`src/rtl/instr_encoder_loader.sv`:
```
// Builds 32-bit MIPS-lite instruction words from symbolic requests and writes
// them sequentially into instruction memory over a write/ack handshake.
module instr_encoder_loader #(
    parameter int                ADDR_W    = 32,
    parameter logic [ADDR_W-1:0] BASE_ADDR = '0,
    parameter int                DEPTH     = 256,
    localparam int               CNT_W     = $clog2(DEPTH + 1)
) (
    input  logic              clk,
    input  logic              rst_n,
    input  logic              restart,
    input  logic              in_valid,
    output logic              in_ready,
    input  logic [3:0]        op_sel,
    input  logic [4:0]        rs,
    input  logic [4:0]        rt,
    input  logic [4:0]        rd,
    input  logic [5:0]        funct,
    input  logic [15:0]       imm,
    input  logic [25:0]       target,
    output logic              mem_we,
    output logic [ADDR_W-1:0] mem_addr,
    output logic [31:0]       mem_wdata,
    input  logic              mem_ack,
    output logic [CNT_W-1:0]  word_count,
    output logic              full,
    output logic              err_invalid
);

    localparam logic [1:0] ST_IDLE  = 2'd0;
    localparam logic [1:0] ST_WRITE = 2'd1;
    localparam logic [1:0] ST_FULL  = 2'd2;

    localparam logic [3:0] OP_RTYPE  = 4'd0;
    localparam logic [3:0] OP_LW     = 4'd1;
    localparam logic [3:0] OP_SW     = 4'd2;
    localparam logic [3:0] OP_BEQ    = 4'd3;
    localparam logic [3:0] OP_J      = 4'd4;
    localparam logic [3:0] OP_ORI    = 4'd5;
    localparam logic [3:0] OP_BLTZAL = 4'd6;
    localparam logic [3:0] OP_JSPAL  = 4'd7;
    localparam logic [3:0] OP_BALN   = 4'd8;

    localparam logic [5:0] OPC_LW     = 6'd35;
    localparam logic [5:0] OPC_SW     = 6'd43;
    localparam logic [5:0] OPC_BEQ    = 6'd4;
    localparam logic [5:0] OPC_J      = 6'd2;
    localparam logic [5:0] OPC_ORI    = 6'd13;
    localparam logic [5:0] OPC_BLTZAL = 6'd34;
    localparam logic [5:0] OPC_JSPAL  = 6'd19;
    localparam logic [5:0] OPC_BALN   = 6'd27;

    localparam logic [CNT_W-1:0] DEPTH_C = CNT_W'(DEPTH);

    logic [1:0]        state_q,  state_d;
    logic [ADDR_W-1:0] addr_q,   addr_d;
    logic [31:0]       wdata_q,  wdata_d;
    logic [CNT_W-1:0]  count_q,  count_d;
    logic              err_q,    err_d;

    logic              enc_valid;
    logic [31:0]       enc_word;
    logic [CNT_W-1:0]  count_inc;

    always_comb begin
        enc_valid = 1'b1;
        enc_word  = '0;
        case (op_sel)
            OP_RTYPE:  enc_word = {6'd0, rs, rt, rd, 5'd0, funct};
            OP_LW:     enc_word = {OPC_LW, rs, rt, imm};
            OP_SW:     enc_word = {OPC_SW, rs, rt, imm};
            OP_BEQ:    enc_word = {OPC_BEQ, rs, rt, imm};
            OP_ORI:    enc_word = {OPC_ORI, rs, rt, imm};
            OP_BLTZAL: enc_word = {OPC_BLTZAL, rs, rt, imm};
            OP_JSPAL:  enc_word = {OPC_JSPAL, rs, rt, imm};
            OP_J:      enc_word = {OPC_J, target};
            OP_BALN:   enc_word = {OPC_BALN, target};
            default:   enc_valid = 1'b0;
        endcase
    end

    assign count_inc = count_q + CNT_W'(1);

    always_comb begin
        state_d = state_q;
        addr_d  = addr_q;
        wdata_d = wdata_q;
        count_d = count_q;
        err_d   = err_q;
        // restart dominates everything, including an ack landing in the same cycle
        if (restart) begin
            state_d = ST_IDLE;
            addr_d  = BASE_ADDR;
            count_d = '0;
            err_d   = 1'b0;
        end else begin
            case (state_q)
                ST_IDLE: begin
                    if (in_valid) begin
                        if (enc_valid) begin
                            wdata_d = enc_word;
                            state_d = ST_WRITE;
                        end else begin
                            err_d = 1'b1;
                        end
                    end
                end
                ST_WRITE: begin
                    if (mem_ack) begin
                        count_d = count_inc;
                        addr_d  = addr_q + ADDR_W'(4);
                        state_d = (count_inc == DEPTH_C) ? ST_FULL : ST_IDLE;
                    end
                end
                ST_FULL: state_d = ST_FULL;
                default: state_d = ST_IDLE;
            endcase
        end
    end

    always_ff @(posedge clk or negedge rst_n) begin
        if (!rst_n) begin
            state_q <= ST_IDLE;
            addr_q  <= BASE_ADDR;
            wdata_q <= '0;
            count_q <= '0;
            err_q   <= 1'b0;
        end else begin
            state_q <= state_d;
            addr_q  <= addr_d;
            wdata_q <= wdata_d;
            count_q <= count_d;
            err_q   <= err_d;
        end
    end

    assign in_ready    = (state_q == ST_IDLE);
    assign mem_we      = (state_q == ST_WRITE);
    assign full        = (count_q == DEPTH_C);
    assign mem_addr    = addr_q;
    assign mem_wdata   = wdata_q;
    assign word_count  = count_q;
    assign err_invalid = err_q;

endmodule

```
`config.mk`:
```
export PLATFORM = sky130hd
export DESIGN_NAME = instr_encoder_loader
export DESIGN_NICKNAME = d
export VERILOG_FILES = /design/src/rtl/instr_encoder_loader.sv
export SDC_FILE = /design/constraint.sdc
export NUM_CORES = 1
export LEC_CHECK = 0
export BUFFER_PORTS_ARGS = -buffer_cell sky130_fd_sc_hd__buf_4
export CORE_MARGIN = 2
export CORE_UTILIZATION = 45
export CTS_BUF_LIST = sky130_fd_sc_hd__clkbuf_16
export DETAILED_ROUTE_END_ITERATION = 16
export GPL_TIMING_DRIVEN = 0
export PLACE_DENSITY = 0.76
export SLEW_MARGIN = 5
export SYNTH_ARGS = -nofsm -noshare
export SYNTH_HDL_FRONTEND = slang
export SYNTH_SLANG_ARGS = --single-unit
```
`constraint.sdc`:
```
create_clock -name clk -period 1.7 [get_ports clk]
set_input_delay 0.34 -clock clk [delete_from_list [all_inputs] [get_ports clk]]
set_output_delay 0.34 -clock clk [all_outputs]
set_load 0.005 [all_outputs]
```
== After elaboration in Yosys (flattened, before gate mapping) ==
Cells that the tools add are included.

* Logic and storage cells: 53
* Bits of input ports: 72
* Output and inout port bits: 77
* Bits in registers: 76

* Bitwise operators: 1
* Equal/unequal tests: 16
* Add/subtract/negate cells: 2
* Reduce and logical (&&, ||, !) cells: 11
* Multiplexer cells: 18

{| class="wikitable"
|+ Operators by type and width
! cell !! count
|-
| $pmux 32 s9 || 1
|-
| $mux 32 || 3
|-
| $add 32x3->32 const B || 1
|-
| $mux 9 || 3
|-
| $eq 9x9->1 const B || 2
|-
| $eq 4x3->1 const B || 4
|-
| $mux 2 || 5
|-
| $add 9x1->9 const B || 1
|-
| $reduce_or 9->1 || 1
|-
| $eq 4x2->1 const B || 2
|-
| $reduce_bool 2->1 || 4
|-
| $ne 3x2->1 const B || 2
|-
| $pmux 2 s3 || 1
|-
| $reduce_and 3->1 || 2
|-
| $mux 1 || 5
|-
| $eq 4x1->1 const B || 1
|-
| $eq 4x4->1 const B || 1
|-
| $logic_not 4->1 || 1
|-
| $reduce_and 4->1 || 1
|-
| $ne 3x3->1 const B || 1
|-
| $eq 2x1->1 const B || 1
|-
| $eq 2x2->1 const B || 1
|-
| $logic_not 2->1 || 1
|-
| $ne 2x2->1 const B || 1
|-
| other kinds (2) || 2
|}

== Logic depth before layout (Yosys ltp) ==
* Depth in word-level cells: 7
* Mapped depth: 7
* Depth with buffers taken out: 6

== Worst setup path after synthesis ==
Ideal clock, no wire load.

* Kind: reg-to-output
* Start: reg count_q[6], in the netlist word_count[6]
* End: out full
* Arrival time: 1514 ps
* Path slack: -154 ps
* Data required time: 1360 ps
* Stages on the path, launching flop included: 4
* Path buffers: 0
* Path through: dfrtp_1 -> or3b_2 -> or4_1 -> nor3b_1

* Longest elaborated chain between the ends: 1

{| class="wikitable"
|+ RTL lines
! what !! line !! source
|-
| from (decl) || 58 || <nowiki>logic [CNT_W-1:0] count_q, count_d;</nowiki>
|-
| from (signal assigned) || 132 || <nowiki>count_q <= count_d;</nowiki>
|-
| $eq 9x9->1 || 139 || <nowiki>assign full = (count_q == DEPTH_C);</nowiki>
|-
| to (decl) || 26 || <nowiki>output logic full,</nowiki>
|}

No other way between the ends.

== Worst setup path after layout ==
* Start: reg count_q[7], in the netlist word_count[7]
* End: out full

Same word-level chain as after synthesis.

==> out/results.txt <==
critical path cell sequence - or3b_4, or4_4, nor3b_2, buf_4
fraction of post-synthesis cell area in the top cell type by area - 47.0%
fraction of final layout cells sized beyond drive strength 1 - 42.6%
worst-case reg-to-reg path depth - 4
failing checks - setup timing
minimum hold slack - 0.149 ns
critical register-to-register path startpoint - state_q[1]
setup slack at placement - -0.479 ns
Die Y - 97.5 um
cell area after synthesis - 3940 um2
Synthesis Warnings - 0
flop-to-flop setup slack - -0.13 ns
most area-hungry cell type in the Yosys netlist - dfrtp_1
number of buffers added to fix hold violations after cts - 0
leading post-synthesis cells by cell area - dfrtp_1, nand2_1, o21ai_0
ranking of synthesized cells by instance count - dfrtp_1, nand2_1, o21ai_0
Tcrit/Tclk final - 131%
prevailing post-synth register cell - dfrtp_1
area of the core - 8590 um2
maxcap violations - 0
die area - 9510 um2
number of DRC violations after detailed-routing iteration 0 - 188
Final Hold Vio Count - 0
kind of critical path - reg -> out
Slowest Stage Delay on Critical Path - 0.43 ns
initial standard-cell utilization of the core - 45.8%
Critical Path Source Type - flop
Num CTS Buffers - 9
min cycle time layout - 2.23 ns
worst setup slack after layout - -0.530 ns
overall fraction of global-route tracks in use - 23.8%
power density normalized to cell area - 815 nW/um2
mean instance size in the synthesized netlist - 9.15 um2
detailed placement HPWL - 8130 um
antenna-violating nets left - 0
result of the run - finished, violations left
library cell with the highest instance count after synthesis - dfrtp_1
vias after detailed routing - 4066
DR pass1 iterations - 4
Top delay family on crit path - simple AND/OR/NAND/NOR gates
Crit path arrival time - 1.89 ns
Pins Over Slew Limit - 0
DR WL met2 - 6410 um
aggregate global routing overflow - 0
fmax - 448 MHz
worst path buffer plus inverter count - 1
detailed-routed wire length on met3 - 918 um
Worst Path Max Fanout - 2
Final Setup Violations - 12
final core utilization - 70.3%
global-route wire length before repair - 18300 um
antenna violations before repair - 0
clock root buffer - clkbuf_16
endpoint of the worst register-to-register path - mem_addr[9]
post-synthesis sequential element count - 74
Clock Sinks - 74
cell count after synthesis - 430
Area growth syn-to-layout - 53.4%
diodes inserted - 0
buffers added on ports - 144
Die X - 97.5 um
via/cell ratio - 5.53
clock tree from TritonCTS - done
Netlist cell types - 48
total power consumption of the routed design - 4920 uW
clock latency of the later-clocked register in the worst-skew pair - 0.33 ns
vias in the first global route - 3798
clk buf depth - 2
RSZ-0062 raised after global routing - true
LEAKAGE - 0.00294 uW
highest routing layer actually used - met4
metal1 wirelength - 4760 um
ys async rst share - 100%
type of the worst min-delay path - in -> async
Rel. slew slack - 38.4%
Total Negative Setup Slacks - -1.06 ns
DRC violation count after routing - 0
count of standard-cell rows - 34
per-cell routed wire length - 16.8 um
Worst setup EP type - primary output
worst IR drop on VDD - 0.612 mV
crit path max-delay cell type - or4_4
sequential cell area fraction in the yosys report - 47.0%
number of flops mapped to enable cells by yosys - 0
level count of the clock H-tree - 3
total I/O pin count - 149
layout net count - 698
data required time of the worst path - 1.36 ns
Max Clock Skew - 0.00600 ns
worst slew pin tran - 0.923 ns
final RePlAce weighted congestion - 0.831
total wire length after detailed routing - 12400 um
largest net degree at the start of global routing - 75
post-CTS clock slew at the launch and capture registers of the worst setup and hold paths - 0.06 ns
## cells in the final DEF (no fill, tap or decap), types with 4 or more instances in the layout
master | Yosys | routed
a21oi_1 | 12 | 8
o21ai_0 | 49 | 48
inv_1 | 7 | 8
nor2b_1 | 4 | 4
nand2_1 | 67 | 63
buf_2 | 4 | 4
xor2_1 | 22 | 22
a21oi_2 | 0 | 4
nor4_4 | 2 | 5
o21a_1 | 5 | 5
dfrtp_2 | 0 | 16
or3_1 | 6 | 4
a22oi_1 | 26 | 26
and3_1 | 7 | 5
buf_4 | 2 | 181
dfrtp_1 | 74 | 58
clkbuf_16 | 0 | 9
clkbuf_2 | 0 | 7
mux2i_1 | 12 | 12
nand3_1 | 9 | 7
nand4_1 | 12 | 12
xnor2_1 | 11 | 9
nor2_1 | 41 | 39
clkbuf_1 | 16 | 8
## per-layer routing
metal | vias to the layer above | GRT usage (%)
met5 | - | 0
met3 | 22 | 5.61
met4 | 0 | 7.48
met1 | 1956 | 29.2
li1 | 1907 | -
met2 | 181 | 41.3
## cell families (layout without fill, tap and decap cells)
logic type      Yosys count  count (layout)  share of synthesized area (%)
simple gates            174             174                           22.5
compound gates          102             102                           15.8
flops                    74              74                           47.0
xor+xnor                 33              33                           7.34
buf+inv                  31             227                           3.27
mux                      12              12                           3.05
fa+ha+maj                 3               3                          0.954
other cells               1               2                         0.0953
## state kept, by name (all words and copies together), names as in the netlist
name         flops
state_q          2
mem_wdata       32
mem_addr        30
err_invalid      1
word_count       9
## layout make-up
class / count / area (um2)
Fill cell: 671 / 2550
Multi-Input combinational cell: 326 / 2180
Sequential cell: 74 / 1870
Timing Repair Buffer: 182 / 1390
Clock buffer: 9 / 225
Tap cell: 108 / 135
Buffer: 23 / 111
Clock inverter: 6 / 108
Inverter: 7 / 26.3
## worst reg2reg max path, cell delays in order (launching register included)
cell and delay [ns]:
dfrtp_2 0.45, nand3b_1 0.32, or3_4 0.50, or3_1 0.35, a21oi_2 0.14
## metrics by stage
stage	cell area, um2	instances
finish	6040	735
global route	6040	735
CTS	5690	714
detailed placement	5180	683
global placement	5180	683
floorplan	3960	431
## timing repair
item	CTS	global route
pin swaps	10	17
setup buffers	17	21
endpoints found under the setup margin	48	51
resized for setup	19	55
## worst max-delay path by stage
stage	startpoint	end	slack [ns]	cells past startpoint
finish	word_count[7]	full	-0.53	4
CTS	word_count[7]	full	-0.53	4
global placement	op_sel[0]	mem_wdata[16]	-0.43	6
global route	word_count[7]	full	-0.59	4
floorplan	word_count[6]	full	-0.12	3
detailed placement	op_sel[0]	mem_wdata[16]	-0.48	6
## report_power, final
| part | switching [uW] | leakage (uW) | internal (uW) |
|---|---|---|---|
| Clock | 726 | 0.000167 | 1420 |
| Combinational | 367 | 0.00180 | 413 |
| Sequential | 91.8 | 0.000973 | 1910 |
| Total | 1180 | 0.00294 | 3740 |
(Power assumes the default switching activity.)
